$ cat config.mk
export PLATFORM = sky130hd
export DESIGN_NAME = darkbus_arbiter
export DESIGN_NICKNAME = d
export VERILOG_FILES = /design/src/rtl/darkbus_arbiter.sv
export SDC_FILE = /design/constraint.sdc
export NUM_CORES = 1
export LEC_CHECK = 0
export BUFFER_PORTS_ARGS = -buffer_cell sky130_fd_sc_hd__buf_2
export CAP_MARGIN = 20
export CORE_MARGIN = 3
export CORE_UTILIZATION = 46
export CTS_CLUSTER_DIAMETER = 150
export CTS_CLUSTER_SIZE = 10
export DETAILED_ROUTE_END_ITERATION = 16
export GPL_ROUTABILITY_DRIVEN = 0
export GPL_TIMING_DRIVEN = 0
export PLACE_DENSITY_LB_ADDON = 0.12
export SETUP_SLACK_MARGIN = 0.15
export SYNTH_ARGS = -nofsm -noshare
export SYNTH_HDL_FRONTEND = slang
export SYNTH_SLANG_ARGS = --single-unit
$ cat constraint.sdc
create_clock -name clk_i -period 7.75 [get_ports clk_i]
set_input_delay 2.325 -clock clk_i [delete_from_list [all_inputs] [get_ports clk_i]]
set_output_delay 2.325 -clock clk_i [all_outputs]
set_load 0.05 [all_outputs]
$ cat src/rtl/darkbus_arbiter.sv
// Two-master, one-slave bus arbiter: grants one whole transaction at a time, registers the
// response to the owning master and aborts a hung slave with an error after TIMEOUT cycles.
module darkbus_arbiter #(
    parameter int unsigned PRIORITY = 0,
    parameter int unsigned TIMEOUT  = 255
) (
    input  logic        clk_i,
    input  logic        res_i,

    input  logic        m0_en_i,
    input  logic        m0_rw_i,
    input  logic [31:0] m0_addr_i,
    input  logic [31:0] m0_wdata_i,
    output logic [31:0] m0_rdata_o,
    output logic        m0_valid_o,
    output logic        m0_err_o,

    input  logic        m1_en_i,
    input  logic        m1_rw_i,
    input  logic [31:0] m1_addr_i,
    input  logic [31:0] m1_wdata_i,
    output logic [31:0] m1_rdata_o,
    output logic        m1_valid_o,
    output logic        m1_err_o,

    output logic        s_en_o,
    output logic        s_rw_o,
    output logic [31:0] s_addr_o,
    output logic [31:0] s_wdata_o,
    input  logic [31:0] s_rdata_i,
    input  logic        s_valid_i,

    output logic        owner_o,
    output logic        busy_o
);

    localparam int unsigned CntW = ($clog2(TIMEOUT + 1) < 1) ? 1 : $clog2(TIMEOUT + 1);
    localparam logic [CntW-1:0] CntLast = CntW'((TIMEOUT == 0) ? 0 : TIMEOUT - 1);

    typedef enum logic [0:0] {StIdle, StBusy} state_e;

    state_e          state_q;
    logic            owner_q;
    logic            last_q;
    logic [CntW-1:0] cnt_q;
    logic            s_en_q;
    logic            s_rw_q;
    logic [31:0]     s_addr_q;
    logic [31:0]     s_wdata_q;
    logic [31:0]     m0_rdata_q;
    logic            m0_valid_q;
    logic            m0_err_q;
    logic [31:0]     m1_rdata_q;
    logic            m1_valid_q;
    logic            m1_err_q;

    logic        elig0;
    logic        elig1;
    logic        grant;
    logic        grant_id;
    logic        sel_rw;
    logic [31:0] sel_addr;
    logic [31:0] sel_wdata;
    logic        timeout_hit;

    // A master's request is ignored during its own completion pulse so it can drop en there.
    always_comb begin
        elig0 = m0_en_i & ~m0_valid_q;
        elig1 = m1_en_i & ~m1_valid_q;
        grant = elig0 | elig1;
        if (elig0 && elig1) begin
            grant_id = (PRIORITY == 1) ? 1'b1 : ~last_q;
        end else begin
            grant_id = elig1;
        end
        sel_rw      = grant_id ? m1_rw_i    : m0_rw_i;
        sel_addr    = grant_id ? m1_addr_i  : m0_addr_i;
        sel_wdata   = grant_id ? m1_wdata_i : m0_wdata_i;
        timeout_hit = (TIMEOUT != 0) && (cnt_q == CntLast);
    end

    always_ff @(posedge clk_i or posedge res_i) begin
        if (res_i) begin
            state_q    <= StIdle;
            owner_q    <= 1'b0;
            last_q     <= 1'b1;
            cnt_q      <= '0;
            s_en_q     <= 1'b0;
            s_rw_q     <= 1'b0;
            s_addr_q   <= '0;
            s_wdata_q  <= '0;
            m0_rdata_q <= '0;
            m0_valid_q <= 1'b0;
            m0_err_q   <= 1'b0;
            m1_rdata_q <= '0;
            m1_valid_q <= 1'b0;
            m1_err_q   <= 1'b0;
        end else begin
            m0_valid_q <= 1'b0;
            m0_err_q   <= 1'b0;
            m1_valid_q <= 1'b0;
            m1_err_q   <= 1'b0;
            unique case (state_q)
                StIdle: begin
                    if (grant) begin
                        state_q   <= StBusy;
                        owner_q   <= grant_id;
                        last_q    <= grant_id;
                        s_en_q    <= 1'b1;
                        s_rw_q    <= sel_rw;
                        s_addr_q  <= sel_addr;
                        s_wdata_q <= sel_wdata;
                        cnt_q     <= '0;
                    end
                end
                StBusy: begin
                    if (s_valid_i || timeout_hit) begin
                        // A real response beats a timeout expiring in the same cycle.
                        state_q <= StIdle;
                        s_en_q  <= 1'b0;
                        if (owner_q) begin
                            m1_valid_q <= 1'b1;
                            m1_err_q   <= ~s_valid_i;
                            m1_rdata_q <= s_valid_i ? s_rdata_i : 32'h0;
                        end else begin
                            m0_valid_q <= 1'b1;
                            m0_err_q   <= ~s_valid_i;
                            m0_rdata_q <= s_valid_i ? s_rdata_i : 32'h0;
                        end
                    end else begin
                        cnt_q <= cnt_q + CntW'(1);
                    end
                end
                default: state_q <= StIdle;
            endcase
        end
    end

    assign s_en_o     = s_en_q;
    assign s_rw_o     = s_rw_q;
    assign s_addr_o   = s_addr_q;
    assign s_wdata_o  = s_wdata_q;
    assign m0_rdata_o = m0_rdata_q;
    assign m0_valid_o = m0_valid_q;
    assign m0_err_o   = m0_err_q;
    assign m1_rdata_o = m1_rdata_q;
    assign m1_valid_o = m1_valid_q;
    assign m1_err_o   = m1_err_q;
    assign owner_o    = owner_q;
    assign busy_o     = (state_q == StBusy);

endmodule

==> results_dict.tcl, run 1 <==
set metrics [dict create \
    outcome "completed" \
    hold_start "s_rw_o" \
    drt.antenna.violating_nets 0 \
    synthArstFlopShare_pct 100.0 \
    ys_warn_count 0 \
    endpoint_kind "output port" \
    maxCapViolCount 0 \
    syn_to_final_growth_pct 38.95 \
    postCtsSetupBuffers 0 \
    critPathCapture "owner_o" \
    finalSetupTns_ns 0 \
    layout.nets 993 \
    yosys.cell_types.count 36 \
    dieArea_um2 14600 \
    cp.depth 1 \
    antenna_found_initial 0 \
    min_delay_path_depth 2 \
    r2r_end "s_wdata_o[20]" \
    required_ns 5.43 \
    dp_cells 977 \
    maxSlewHeadroom_pct 65.30 \
    clock_tree.buffer_depth 2 \
    power_density_nw_per_um2 532.6 \
    critPathMaxFanout 8 \
    h-tree-depth 4 \
    fin_crit_sh_pct 46.06 \
    finalSetupViolations 0 \
    cts_tree "done" \
    vias 5219 \
    cts-root-buf "clkbuf_16" \
    grt_remaining_overflow 0 \
    cp-startpoint "owner_o" \
    antenna_cells 0 \
    critPathBufInv 1 \
    die_w_um 120.8 \
    dpl_worst_slack_ns 3.993 \
    ys_ff_latch 145 \
    start_util_pct 47.48 \
    p_leak_nw 4.698 \
    hp-class "reg2reg" \
    yosys_most_used_dff "dfrtp_1" \
    totalWireLength_mm 17.66 \
    grt_pass1_wl_mm 26.88 \
    avgRoutedWirePerCell_um 17.51 \
    port_buffers 302 \
    slew_viol_final 0 \
    ctsHoldBuffers 0 \
    ios 303 \
    grt_max_degree 105 \
    cts.sinks 145 \
    core_area_um2 12770 \
    syn-instance-count 502 \
    fin_skew_ns 0.008336 \
    drtIter0Drc 230 \
    drive_gt1_share_pct 43.73 \
    fmax_mhz 280.1 \
    firstDrtPassIters 7 \
    hold_viol_final 0 \
    power_mw 4.488 \
    first_global_vias 5279 \
    worst_pin_slew_ns 0.5195 \
    fin_area_um2 8427 \
    fin_cells 1009 \
    via_per_inst 5.172 \
    synth_area_um2 6065 \
    drc 0 \
    rr_startpoint "m0_valid_o" \
    rsz0062_at_grt "no" \
    rows 41 \
    synth_nets 671 \
    cts-resized-gates 0 \
    critPathLaunchType "register" \
    post-route-min-period_ns 3.570 \
    reg2reg_depth 6 \
    cp.arrival_ns 1.24 \
    post_dp_cell_area_um2 7824 \
    clk-insertion-delay-late_ns 0.42 \
    cts_buffers 17 \
    slowest_stage "dfrtp_1" \
    setup_ws_ns 4.180 \
    dp_hpwl_mm 13.42 \
    crit_family "flip-flops" \
    die_h_um 120.8 \
    path_clk_slew_ns 0.06 \
    max_stage_delay_ns 0.50 \
    grt.total_usage_pct 23.78 \
    reg2reg_setup_slack_ns 5.96 \
    worstSetupPathType "reg2out" \
    avgSynthCellArea_um2 12.08 \
    path_cells "buf_2" \
    vdd_drop_max_mv 0.2863 \
    ys_seq_area_share_pct 59.85 \
    synth_edf_count 0 \
]
logic make-up (layout without fill, tap and decap cells):
| logic type | count (synthesis) | count (layout) | share of synthesized area [%] |
|---|---|---|---|
| AOI/OAI and AO/OA | 148 | 148 | 17.04 |
| xor gates and xnor gates | 2 | 2 | 0.2889 |
| adders and majority gates | 2 | 2 | 0.4126 |
| buffers and inverters | 43 | 378 | 4.188 |
| DFF | 145 | 145 | 59.85 |
| muxes | 65 | 65 | 10.73 |
| and+or+nand+nor | 97 | 97 | 7.489 |
cell usage in the layout (no fill, tap or decap), types with 4 or more instances in the layout:
cell       instances
buf_2            316
dfrtp_1          144
nand2_1           69
a22o_1            65
mux2i_1           65
o21ai_0           55
clkbuf_16         17
o21ai_1           15
clkbuf_1          14
buf_6              9
nand3_1            7
inv_1              6
clkbuf_8           5
and3_1             4
nand2b_1           4
nor2_1             4
stage by stage:
stage               utilization (%)  hold slack (ns)
floorplan                         -           0.4966
global placement              61.00           0.4594
detailed placement            61.25           0.4661
CTS                           65.97           0.4777
global route                  65.97           0.5005
finish                        65.97           0.4727
area by class of cell:
class | count | area (µm²)
Timing Repair Buffer | 303 | 1539
Clock buffer | 25 | 505.5
Sequential cell | 145 | 3630
Fill cell | 1032 | 4347
Tap cell | 172 | 215.2
Buffer | 36 | 227.7
Clock inverter | 7 | 97.59
Multi-Input combinational cell | 314 | 2181
Inverter | 7 | 31.28
where the power goes:
group          total (mW)  internal, mW  switching, mW
Sequential           1.30          1.10          0.196
Clock               0.825         0.518          0.307
Combinational        2.36         0.588           1.78
per-layer routing:
metal / up-vias / share of wire (%) / GRT usage, %
li1: 2444 / - / -
met1: 2519 / 40 / 29.63
met2: 223 / 50 / 39.15
met3: 33 / 7.8 / 6.782
met4: 0 / 2.6 / 9.561
met5: - / 0 / 0
registers in the layout, summed over array words and instances (netlist names):
signal	flops
s_addr_o	32
cnt_q	8
s_wdata_o	32
m0_rdata_o	32
owner_o	1
s_rw_o	1
m0_valid_o	1
busy_o	1
m0_err_o	1
last_q	1
m1_valid_o	1
m1_rdata_o	32
m1_err_o	1
s_en_o	1
cell usage after synthesis, types with 2 or more instances:
library cell	number	area, µm²
nand2b_1	4	25.02
buf_6	9	101.4
xnor2_1	2	17.52
nor3_1	2	10.01
a211o_1	2	17.52
a22o_1	65	569.3
buf_4	2	15.01
o21ai_1	15	75.07
a21oi_1	2	10.01
buf_2	14	70.07
nor2_1	4	15.01
ha_1	2	25.02
nand2_1	69	259.0
and3_1	4	25.02
a21o_1	2	15.01
clkbuf_1	11	41.29
dfrtp_1	144	3603
inv_1	7	26.28
mux2i_1	65	650.6
nand3_1	7	35.03
o21ai_0	55	275.3
how the worst min path moves through the flow:
| stage | end | slack [ns] |
|---|---|---|
| finish | s_rw_o | 0.47 |
| floorplan | last_q | 0.50 |
| detailed placement | s_addr_o[11] | 0.47 |
| CTS | s_rw_o | 0.48 |
| global route | s_addr_o[11] | 0.50 |
| global placement | s_addr_o[22] | 0.46 |
(Power assumes the default switching activity.)
==> run 2: changes to the inputs <==
==> constraint.sdc (replaced) <==
create_clock -name clk_i -period 3.5 [get_ports clk_i]
set_input_delay 1.05 -clock clk_i [delete_from_list [all_inputs] [get_ports clk_i]]
set_output_delay 1.05 -clock clk_i [all_outputs]
set_load 0.05 [all_outputs]
==> results_dict.tcl, run 2 (same netlist as run 1, synthesis figures left out) <==
set metrics [dict create \
    dp_hpwl_mm 13.81 \
    drc 0 \
    drtIter0Drc 200 \
    port_buffers 302 \
    fin_area_um2 8491 \
    postCtsSetupBuffers 0 \
    outcome "completed" \
    finalSetupViolations 0 \
    hp-class "reg2reg" \
    endpoint_kind "output port" \
    path_cells "buf_2" \
    drt.antenna.violating_nets 0 \
    firstDrtPassIters 7 \
    cts_tree "done" \
    clock_tree.buffer_depth 2 \
    fin_crit_sh_pct 65.62 \
    post-route-min-period_ns 2.297 \
    slowest_stage "dfrtp_1" \
    avgRoutedWirePerCell_um 17.67 \
    rsz0062_at_grt "no" \
    layout_common_cells "buf_2, dfrtp_1, nand2_1" \
    post_dp_cell_area_um2 7855 \
    die_h_um 120.8 \
    cp.arrival_ns 1.25 \
    core_area_um2 12770 \
    crit_family "flip-flops" \
    grt_max_degree 46 \
    start_util_pct 47.48 \
    cts.sinks 145 \
    grt_pass1_wl_mm 28.04 \
    dp_cells 979 \
    ios 303 \
    path_clk_slew_ns 0.06 \
    fmax_mhz 435.4 \
    die_w_um 120.8 \
    dieArea_um2 14600 \
    hold_ws_ns 0.4719 \
    drive_gt1_share_pct 43.86 \
    vdd_drop_max_mv 0.7483 \
    critPathBufInv 1 \
    maxSlewHeadroom_pct 60.74 \
    hold_viol_final 0 \
    power_density_nw_per_um2 1185 \
    fin_skew_ns 0.009165 \
    worst_pin_slew_ns 0.5877 \
    clk-insertion-delay-late_ns 0.42 \
    syn_to_final_growth_pct 40.00 \
    slew_viol_final 0 \
    cts-root-buf "clkbuf_16" \
    antenna_cells 0 \
    fillers 1043 \
    final_core_util_pct 66.47 \
    worstSetupPathType "reg2out" \
    layout_commonest_cell "buf_2" \
    layout.nets 995 \
    first_global_vias 5424 \
    required_ns 2.45 \
    max_stage_delay_ns 0.50 \
    h-tree-depth 4 \
    vias 5215 \
    totalWireLength_mm 17.87 \
    ctsHoldBuffers 0 \
    critPathLaunchType "register" \
    cts_buffers 17 \
    critPathMaxFanout 8 \
    rows 41 \
    cts-resized-gates 0 \
    maxCapViolCount 0 \
    grt_remaining_overflow 0 \
    grt.total_usage_pct 25.06 \
    antenna_found_initial 1 \
    fin_cells 1011 \
    p_leak_nw 4.726 \
    via_per_inst 5.158 \
]
-- run 2: final cells by class --
class,count,area [µm²],area share [%]
multi-input cells,314,2181,25.69
well taps,172,215.2,2.535
repair buffers,305,1572,18.51
plain buffers,36,227.7,2.682
clock inverters,11,185.2,2.181
flip-flops and latches,145,3630,42.75
clock buffers,21,450.4,5.305
inverters,7,30.03,0.3537
-- run 2: worst reg2reg max path, stage by stage (launching register included) --
cell	delay (ns)
dfstp_2	0.52
inv_1	0.05
o21bai_2	0.27
buf_4	0.29
buf_6	0.20
mux2i_1	0.23
o21ai_0	0.12
-- run 2: final timing paths --
path / from / cells past startpoint / slack [ns] / to
max reg2reg: last_q / 6 / 1.68 / s_wdata_o[23]
max in group asynchronous: res_i / 4 / 1.89 / last_q
max: owner_o / 1 / 1.20 / owner_o
min: s_wdata_o[31] / 2 / 0.47 / s_wdata_o[31]
min reg2reg: s_wdata_o[31] / 2 / 0.47 / s_wdata_o[31]
min in group asynchronous: res_i / 2 / 0.70 / m1_rdata_o[4]
-- run 2: metrics by stage --
step	TNS, ns	setup WS [ns]	power, mW
5_1_grt	0	1.150	10.56
3_5_place_dp	0	1.031	8.166
2_1_floorplan	0	0.6318	6.760
3_3_place_gp	-22.03	-0.1628	8.069
6_report	0	1.203	10.06
4_1_cts	0	1.185	10.15
-- run 2: power breakdown --
part / total (mW) / internal [mW] / switching [mW]
clock: 1.94 / 1.28 / 0.664
sequential: 2.87 / 2.44 / 0.426
combinational: 5.25 / 1.31 / 3.94
total: 10.1 / 5.03 / 5.03
-- run 2: per-layer routing --
layer  global-route usage [%]  vias to the layer above  share of wire, %
met5                        0                        -             0.073
li1                         -                     2451                 -
met3                    7.905                       27               7.2
met1                    30.54                     2528                40
met4                    9.278                        2               2.0
met2                    41.79                      207                51
